[config.mk]
export PLATFORM = sky130hd
export DESIGN_NAME = serial_subtractor_flat
export DESIGN_NICKNAME = d
export VERILOG_FILES = /design/src/rtl/serial_subtractor_if.sv /design/src/rtl/serial_subtractor.sv /design/src/flat_wrapper.sv
export SDC_FILE = /design/constraint.sdc
export NUM_CORES = 1
export LEC_CHECK = 0
export BUFFER_PORTS_ARGS = -buffer_cell sky130_fd_sc_hd__buf_2
export CORE_AREA = 2 2 49 51
export DETAILED_ROUTE_END_ITERATION = 6
export DIE_AREA = 0 0 51 53
export PLACE_DENSITY = 0.71
export SETUP_SLACK_MARGIN = 0.15
export SLEW_MARGIN = 10
export SYNTH_ARGS = -nofsm -noshare
export SYNTH_HDL_FRONTEND = slang
export SYNTH_SLANG_ARGS = --single-unit
[constraint.sdc]
create_clock -name clk -period 1.9 [get_ports clk]
set_input_delay 0.57 -clock clk [delete_from_list [all_inputs] [get_ports clk]]
set_output_delay 0.57 -clock clk [all_outputs]
set_load 0.1 [all_outputs]
[src/rtl/serial_subtractor_if.sv]
// Start/busy/done handshake and operand/result bundle for the bit-serial subtractor.
interface serial_subtractor_if #(
  parameter int WIDTH = 4
);
  logic             start;
  logic [WIDTH-1:0] a;
  logic [WIDTH-1:0] b;
  logic             b_in;
  logic             busy;
  logic             done;
  logic [WIDTH-1:0] diff;
  logic             b_out;
  logic             ovf;

  modport master (output start, a, b, b_in, input busy, done, diff, b_out, ovf);
  modport slave  (input start, a, b, b_in, output busy, done, diff, b_out, ovf);
endinterface

[src/rtl/serial_subtractor.sv]
// Bit-serial two's-complement subtractor: diff = a - b - b_in, LSB first through one
// full-subtractor cell with a registered borrow, behind a start/busy/done handshake.
module serial_subtractor #(
  parameter int WIDTH = 4
) (
  input logic                clk,
  input logic                reset,
  serial_subtractor_if.slave bus
);

  localparam int CW = (WIDTH > 1) ? $clog2(WIDTH) : 1;
  localparam logic [CW-1:0] CNT_LAST = CW'(WIDTH - 1);
  localparam logic [CW-1:0] CNT_ONE  = CW'(1);

  typedef enum logic [1:0] {
    IDLE = 2'd0,
    RUN  = 2'd1,
    DONE = 2'd2
  } state_t;

  state_t           state_r;
  state_t           state_s;
  logic [WIDTH-1:0] a_sh_r;
  logic [WIDTH-1:0] b_sh_r;
  logic [WIDTH-1:0] r_r;
  logic [CW-1:0]    cnt_r;
  logic             br_r;
  logic             a_msb_r;
  logic             b_msb_r;
  logic [WIDTH-1:0] diff_r;
  logic             b_out_r;
  logic             ovf_r;
  logic             busy_r;
  logic             done_r;

  logic             d_s;
  logic             br_nxt_s;
  logic [WIDTH-1:0] r_nxt_s;
  logic             ovf_s;

  function automatic logic borrow_f(input logic a0, input logic b0, input logic br);
    return (~a0 & b0) | (~a0 & br) | (b0 & br);
  endfunction

  // Next-state decode; start only matters in IDLE.
  always_comb begin
    state_s = state_r;
    case (state_r)
      IDLE: begin
        if (bus.start) state_s = RUN;
        else           state_s = IDLE;
      end
      RUN: begin
        if (cnt_r == CNT_LAST) state_s = DONE;
        else                   state_s = RUN;
      end
      DONE:    state_s = IDLE;
      default: state_s = IDLE;
    endcase
  end

  // Single full-subtractor cell plus the result shifter feeding it.
  always_comb begin
    d_s                = a_sh_r[0] ^ b_sh_r[0] ^ br_r;
    br_nxt_s           = borrow_f(a_sh_r[0], b_sh_r[0], br_r);
    r_nxt_s            = r_r >> 1;
    r_nxt_s[WIDTH-1]   = d_s;
    ovf_s              = (a_msb_r != b_msb_r) && (r_nxt_s[WIDTH-1] != a_msb_r);
  end

  // State register.
  always_ff @(posedge clk) begin
    if (reset) state_r <= IDLE;
    else       state_r <= state_s;
  end

  // Operand capture, bit-serial datapath, result and handshake registers.
  always_ff @(posedge clk) begin
    if (reset) begin
      a_sh_r  <= '0;
      b_sh_r  <= '0;
      r_r     <= '0;
      cnt_r   <= '0;
      br_r    <= 1'b0;
      a_msb_r <= 1'b0;
      b_msb_r <= 1'b0;
      diff_r  <= '0;
      b_out_r <= 1'b0;
      ovf_r   <= 1'b0;
      busy_r  <= 1'b0;
      done_r  <= 1'b0;
    end else begin
      busy_r <= (state_s == RUN);
      done_r <= (state_s == DONE);
      case (state_r)
        IDLE: begin
          if (bus.start) begin
            a_sh_r  <= bus.a;
            b_sh_r  <= bus.b;
            br_r    <= bus.b_in;
            r_r     <= '0;
            cnt_r   <= '0;
            a_msb_r <= bus.a[WIDTH-1];
            b_msb_r <= bus.b[WIDTH-1];
          end else begin
            cnt_r <= cnt_r;
          end
        end
        RUN: begin
          a_sh_r <= a_sh_r >> 1;
          b_sh_r <= b_sh_r >> 1;
          br_r   <= br_nxt_s;
          r_r    <= r_nxt_s;
          cnt_r  <= cnt_r + CNT_ONE;
          // Results are only published on the last bit so they stay stable through RUN.
          if (cnt_r == CNT_LAST) begin
            diff_r  <= r_nxt_s;
            b_out_r <= br_nxt_s;
            ovf_r   <= ovf_s;
          end else begin
            diff_r <= diff_r;
          end
        end
        DONE:    cnt_r <= '0;
        default: cnt_r <= '0;
      endcase
    end
  end

  assign bus.busy  = busy_r;
  assign bus.done  = done_r;
  assign bus.diff  = diff_r;
  assign bus.b_out = b_out_r;
  assign bus.ovf   = ovf_r;

endmodule

[src/flat_wrapper.sv]
// flat-port wrapper written by rule: the top's interface ports become plain ports
module serial_subtractor_flat 
#(
  parameter int WIDTH = 4
)
  (clk, reset, bus_start, bus_a, bus_b, bus_b_in, bus_busy, bus_done, bus_diff, bus_b_out, bus_ovf);
  serial_subtractor_if #(.WIDTH(WIDTH)) bus_i ();
  input logic clk;
  input logic reset;
  input wire logic [$bits(bus_i.start)-1:0] bus_start;
  input wire logic [$bits(bus_i.a)-1:0] bus_a;
  input wire logic [$bits(bus_i.b)-1:0] bus_b;
  input wire logic [$bits(bus_i.b_in)-1:0] bus_b_in;
  output wire logic [$bits(bus_i.busy)-1:0] bus_busy;
  output wire logic [$bits(bus_i.done)-1:0] bus_done;
  output wire logic [$bits(bus_i.diff)-1:0] bus_diff;
  output wire logic [$bits(bus_i.b_out)-1:0] bus_b_out;
  output wire logic [$bits(bus_i.ovf)-1:0] bus_ovf;
  assign bus_i.start = bus_start;
  assign bus_i.a = bus_a;
  assign bus_i.b = bus_b;
  assign bus_i.b_in = bus_b_in;
  assign bus_busy = bus_i.busy;
  assign bus_done = bus_i.done;
  assign bus_diff = bus_i.diff;
  assign bus_b_out = bus_i.b_out;
  assign bus_ovf = bus_i.ovf;
  serial_subtractor #(.WIDTH(WIDTH)) u_core (.clk(clk), .reset(reset), .bus(bus_i));
endmodule
# --- Yosys cells after proc, flatten, opt, wreduce, memory -nomap -nowiden ---
# Cells that the tools add are included.
# W data, S select, Z words.
word_totals:
  mem_bits_rw: 0
  elab_cells: 48
  mem_count: 0
  latch_bits: 0
  reg_bits: 27
  mem_bits_ro: 0
  input_bits: 12
op_classes:
  n_eq_ne: 7
  n_mux: 13
  bitwise_logic: 8
  div_mod_pow: 0
  n_reduce_logical: 6
  order_cmp: 0
  addsub: 1
  multipliers: 0
  shift: 0
ops:
  columns: ["op", "n"]
  rows:
  - ["$pmux W4 S2", 3]
  - ["$mux W4", 3]
  - ["$pmux W2 S2", 2]
  - ["$reduce_and A2 Y1", 3]
  - ["$eq A2 B1 Y1 const B", 2]
  - ["$eq A2 B2 Y1 const B", 2]
  - ["$mux W2", 2]
  - ["$and A1 B1 Y1", 3]
  - ["$add A2 B1 Y2 const B", 1]
  - ["$logic_not A2 Y1", 1]
  - ["$mux W1", 2]
  - ["$ne A1 B1 Y1", 2]
  - ["$ne A2 B2 Y1 const B", 1]
  - ["$or A1 B1 Y1", 2]
  - ["$pmux W1 S2", 1]
  - ["$reduce_bool A2 Y1", 1]
  - ["$xor A1 B1 Y1", 2]
  - ["$logic_and A1 B1 Y1", 1]
  - ["$not A1 Y1", 1]

# --- Depth between registers and ports, before layout ---
# Gate-level depths: netlist of run 1.
depth:
  depth_word: 5
  depth_mapped: 5
  depth_no_buf: 5

# --- Worst setup path after synthesis of run 1 ---
# No wires, ideal clock.
synth_timing:
  path_kind: "flip-flop to output port"
  startpoint: "reg u_core.b_out_r (netlist: u_core.bus.b_out)"
  endpoint: "out bus_b_out"
  path_buffers: 0
  arrival_time_ps: 925
  slack_ps: 405
  stages_incl_launch_ff: 1
  t_required_ps: 1330
  path_cell_list: "dfxtp_1"
synth_rtl:
  columns: ["item", "line", "text"]
  rows:
  - ["from (decl)", "serial_subtractor.sv:31", "logic b_out_r;"]
  - ["from (signal assigned)", "serial_subtractor.sv:118", "b_out_r <= br_nxt_s;"]
  - ["to (decl)", "flat_wrapper.sv:17", "output wire logic [$bits(bus_i.b_out)-1:0] bus_b_out;"]
# No word-level cell between the ends.

# --- Final worst setup path of run 1 ---
layout_timing:
  startpoint: "reg u_core.b_out_r (netlist: u_core.bus.b_out)"
  endpoint: "out bus_b_out"
# No word-level cell between the ends.

==> results of run 1 <==
how the worst min path moves through the flow:
stage | endpoint | slack [ns] | cells past startpoint
after floorplan | u_core.bus.diff[0] | 0.43 | 2
after global placement | u_core.bus.diff[1] | 0.44 | 2
after detailed placement | u_core.bus.diff[3] | 0.45 | 2
after CTS | u_core.bus.diff[3] | 0.46 | 2
after global routing | u_core.bus.diff[0] | 0.49 | 2
final | u_core.bus.diff[3] | 0.46 | 2
through the flow:
step	utilization, %	cell area, sq um	total power, mW	hold WS, ns
after floorplan	-	1100	0.713	0.432
after global routing	56.3	1210	1.05	0.492
after detailed placement	54.6	1170	0.738	0.446
after global placement	54.6	1170	0.732	0.441
after CTS	56.3	1210	1.01	0.464
final	56.3	1210	1.00	0.462
cell families after synthesis:
group / Yosys count / synth area share [%]
flops: 26 / 47.1
fa+ha+maj: 2 / 2.94
simple gates: 37 / 16.8
mux: 10 / 9.06
compound gates: 23 / 16.9
buf+inv: 11 / 7.25
where the power goes:
part | switching [mW] | internal, mW | total (mW)
sequential | 0.0205 | 0.571 | 0.592
combinational | 0.0774 | 0.0578 | 0.135
clock | 0.156 | 0.117 | 0.273
placed cells by master (no fill, tap or decap), drive strengths merged:
cell     instances
dfxtp           26
buf             20
nor2            20
mux2i           10
a211oi           9
nand2            8
a21oi            5
a22oi            5
clkbuf           4
inv              3
nor3             3
and3b            2
a2111oi          2
nor3b            2
nand3b           1
nor2b            1
o21bai           1
o21ba            1
fa               1
ha               1
layer usage:
metal  wire length (um)  up-vias  track usage, %
li1                   -      411               -
met5                  0        -               0
met3                 69        7            2.54
met2                927       25            24.7
met1                888      374            20.2
met4                 40        0            8.11
cell usage after synthesis, types with 2 or more instances:
library cell	n	share of area (%)
dfxtp_1	26	47
nor2_1	17	5.8
mux2i_1	10	9.1
nand2_1	8	2.7
a211oi_1	6	4.1
a21oi_1	5	2.3
a22oi_1	5	3.4
a211oi_2	3	3.4
buf_6	3	3.1
inv_1	3	1.0
nor2_2	3	1.7
nor3_1	3	1.4
a2111oi_0	2	1.6
and3b_1	2	1.6
clkbuf_1	2	0.68
area by class of cell:
class                           instances  area share, %
Tap cell                               28           2.90
Multi-Input combinational cell         72           41.7
Inverter                                3          0.931
Clock buffer                            4           3.00
Sequential cell                        26           43.0
Timing Repair Buffer                   20           8.48
state kept, by name (all words and copies together), names as in the netlist:
signal	count
u_core.a_sh_r	4
u_core.b_sh_r	4
u_core.bus.diff	4
u_core.r_r	3
u_core.cnt_r	2
u_core.state_r	2
u_core.a_msb_r	1
u_core.b_msb_r	1
u_core.br_r	1
u_core.bus.b_out	1
u_core.bus.busy	1
u_core.bus.done	1
u_core.bus.ovf	1
==> flow_summary.yaml, run 1 <==
placement:
  hpwl_um: 1380
  place_ws_ns: 0.330
  placed_cells: 149
  port_buffers: 19
  gp_congestion: 0.728
worst_setup_path:
  crit_type: "reg -> out"
  crit_slowest_cell: "buf_2"
  cp-end-kind: "output pin"
  crit_family: "buffers and inverters"
  timing.critical_path.to: "bus_b_out"
  arrival_ns: 1.10
  slowest_delay_ns: 0.43
  crit_chain: "buf_2"
  timing.rr.start: "u_core.br_r"
  critPathBufInv: 1
  reg2reg_to: "u_core.bus.ovf"
  r2r_slack_ns: 0.31
  startpoint: "u_core.bus.b_out"
  worst-path-stages: 1
  crit_required_ns: 1.33
  worst_setup_path_start_kind: "flip-flop"
  critPathMaxFanout: 2
  r2r_cells: 5
finish:
  multiInputGateArea_sq_um: 504
  fillers: 206
  drive_gt1_share_pct: 25.6
  nets: 140
  seqCellArea_sq_um: 520
  synthToLayoutAreaGrowth_pct: 9.51
  diodes: 0
  finalNonFillerCells: 153
floorplan:
  die_w_um: 51
  num_rows: 17
  die_area_sq_um: 2700
  initial_utilization_pct: 51.4
  ios: 20
  coreArea_sq_um: 2150
  die_height_um: 53
timing:
  drv_slew: 0
  final_hold_viol_count: 0
  worst_pin_slew_ns: 0.485
  fin_crit_ns: 1.67
  period_share_pct: 88.0
  rsz0062_at_grt: "no"
  fin_ws_ns: 0.227
  clock_skew_ns: 0.00371
  slew_headroom_pct: 67.9
  setup_tns_ns: 0
  setup_violations: 0
  timing.fmax_ghz: 0.598
global_routing:
  antenna_found_initial: 0
  grt_pass1_vias: 716
  grt_overflow_total: 0
  grt_pass1_wl_um: 3080
  grt_max_degree: 27
  grt_use_total_pct: 15.5
clocking:
  cts.root.buffer_cell: "clkbuf_4"
  clock-sinks: 26
  postCtsSetupBuffers: 0
  postCtsResizedCells: 0
  clock_path_buffers: 2
  cts_tree: "yes"
  clock_latency_ns: 0.31
  ctsHoldBuffers: 0
  cts_buffers: 3
  htreeDepth: 1
  clk_pin_slew_ns: 0.13
status:
  status: "finished clean"
synth:
  synthArstFlopShare_pct: 0
  synth_edf_count: 0
  ys_seq_area_share_pct: 47.1
  synth.avg_cell_area_sq_um: 10.1
  syn_inst: 109
  ys_ff_latch: 26
  ys_types: 26
  yosys_warnings: 0
  synthesis.area_sq_um: 1100
  synthFlopType: "dfxtp_1"
  syn-num-nets: 123
power:
  p_leak_nw: 0.504
  peakVddDrop_mv: 0.415
  power_density_nw_per_um2: 827
routing:
  wl_per_cell_um: 12.6
  drc: 0
  vias_per_cell: 5.34
  via_count: 817
  firstDrtPassIters: 4
  ant_nets: 0
  wirelength_um: 1930
  first_iter_violations: 12
job:
  timing.max_cap.violations: 0
worst_hold_path:
  hold_class: "reg -> reg"
  hp-start: "u_core.bus.diff[3]"
Note: power is estimated with default switching activity, not from simulation.
==> run 2: changes to the inputs <==
--- a/config.mk
+++ b/config.mk
@@ -7,6 +7,7 @@
 export LEC_CHECK = 0
 export BUFFER_PORTS_ARGS = -buffer_cell sky130_fd_sc_hd__buf_2
 export CORE_AREA = 2 2 49 51
+export CTS_BUF_LIST = sky130_fd_sc_hd__clkbuf_16
 export DETAILED_ROUTE_END_ITERATION = 6
 export DIE_AREA = 0 0 51 53
 export PLACE_DENSITY = 0.71
==> run 2 against run 1 <==
  * Design area grew 3.5%
  * Clock skew fell by 0.0014 ns
  * Worst hold slack got worse by 0.0097 ns
  * Wire length is 3.2% higher
  * Via count is 0.12% higher
  * Non-clock buffer count stayed put
  * Largest power group unchanged
==> flow_summary.yaml, run 2 (synthesis gave the netlist of run 1 again) <==
worst_setup_path:
  worst_setup_path_start_kind: "flip-flop"
  cp-end-kind: "flip-flop"
  crit_slowest_cell: "fa_1"
  r2r_slack_ns: 0.30
  r2r_cells: 5
  slowest_delay_ns: 0.54
  critPathMaxFanout: 4
  crit_chain: "inv_1, fa_1, and3b_1, a211oi_1, nor3_1"
  timing.rr.start: "u_core.br_r"
  crit_required_ns: 2.02
  crit_type: "reg -> reg"
  reg2reg_to: "u_core.bus.ovf"
  arrival_ns: 1.72
finish:
  mostFrequentLayoutCells: "26 x dfxtp_1, 19 x buf_2, 17 x nor2_1"
  drive_gt1_share_pct: 24.8
  nets: 140
  synthToLayoutAreaGrowth_pct: 13.4
  fillers: 198
  design_area_sq_um: 1250
  mostFrequentLayoutCell: "dfxtp_1"
  diodes: 0
  finalNonFillerCells: 153
routing:
  drc: 0
  vias_per_cell: 5.35
  wirelength_um: 1990
  ant_nets: 0
  via_count: 818
  first_iter_violations: 12
  firstDrtPassIters: 5
  wl_per_cell_um: 13.0
timing:
  rsz0062_at_grt: "no"
  drv_slew: 0
  period_share_pct: 84.2
  setup_tns_ns: 0
  worst_pin_slew_ns: 0.485
  timing.fmax_ghz: 0.625
  clock_skew_ns: 0.00227
  final_hold_viol_count: 0
  slew_headroom_pct: 67.9
  fin_crit_ns: 1.60
  setup_violations: 0
global_routing:
  antenna_found_initial: 0
  grt_pass1_vias: 729
  grt_use_total_pct: 16.3
  grt_overflow_total: 0
  grt_max_degree: 27
  grt_pass1_wl_um: 3190
worst_hold_path:
  hold_depth: 2
  min_to: "u_core.bus.diff[3]"
  hp-start: "u_core.bus.diff[3]"
  hold_class: "reg -> reg"
clocking:
  ctsHoldBuffers: 0
  postCtsSetupBuffers: 0
  cts_buffers: 3
  clock-sinks: 26
  cts.root.buffer_cell: "clkbuf_16"
  postCtsResizedCells: 0
  clock_latency_ns: 0.26
  cts_tree: "yes"
  htreeDepth: 1
  clk_pin_slew_ns: 0.06
  clock_path_buffers: 2
placement:
  port_buffers: 19
  post_dp_cell_area_sq_um: 1170
  gp_congestion: 0.728
  hpwl_um: 1380
  placed_cells: 149
floorplan:
  ios: 20
  coreArea_sq_um: 2150
  die_w_um: 51
  initial_utilization_pct: 51.4
  num_rows: 17
  die_area_sq_um: 2700
  die_height_um: 53
power:
  p_leak_nw: 0.522
  power_density_nw_per_um2: 949
  peakVddDrop_mv: 0.601
status:
  status: "finished clean"
job:
  timing.max_cap.violations: 0
[run 2: changes by cell type in the layout (fill, tap and decap cells not counted), sizes merged]
| cell | delta |
|---|---|
| clkinv | +1 |
| clkbuf | -1 |
[run 2: power breakdown]
group | internal [mW] | switching, mW
logic | 0.0576 | 0.0771
registers | 0.571 | 0.0205
clock network | 0.282 | 0.180
total | 0.910 | 0.278
[run 2: final cells by class]
type / instances / area [sq um] / area share (%)
Clock inverter: 1 / 3.75 / 0.300
Inverter: 3 / 11.3 / 0.899
Multi-Input combinational cell: 72 / 504 / 40.3
Clock buffer: 3 / 75.1 / 5.99
Sequential cell: 26 / 520 / 41.6
Tap cell: 28 / 35.0 / 2.80
Timing Repair Buffer: 20 / 103 / 8.19
[run 2: worst max-delay path by stage]
stage	to	start	slack (ns)	depth (start not counted)
after floorplan	bus_b_out	u_core.bus.b_out	0.41	0
after global placement	u_core.bus.ovf	u_core.br_r	0.39	5
after detailed placement	u_core.bus.ovf	u_core.br_r	0.33	5
after CTS	u_core.bus.ovf	u_core.br_r	0.29	5
after global routing	u_core.bus.ovf	u_core.br_r	0.19	5
final	u_core.bus.ovf	u_core.br_r	0.30	5
[run 2: metrics by stage]
stage | worst slack, ns | util (%) | total power, mW | hold WS [ns]
after floorplan | 0.405 | - | 0.713 | 0.432
after global placement | 0.391 | 54.6 | 0.732 | 0.441
after global routing | 0.188 | 58.3 | 1.24 | 0.482
final | 0.300 | 58.3 | 1.19 | 0.452
after CTS | 0.293 | 58.3 | 1.20 | 0.455
after detailed placement | 0.330 | 54.6 | 0.738 | 0.446
[run 2: worst max-delay path: cells and delay by family, from the launching register on]
family | cells | cell delay, ns
adder cells (fa/ha/maj) | 1 | 0.54
AO/OA/AOI/OAI | 1 | 0.21
AND/OR/NAND/NOR | 2 | 0.30
buffers and inverters | 1 | 0.06
flip-flops | 1 | 0.34
[run 2: metal layers]
layer	vias to the layer above	track usage, %	wire [um]
li1	411	-	-
met1	384	19.9	897
met2	20	26.4	973
met3	3	3.39	79
met4	0	9.46	35
met5	-	0	0
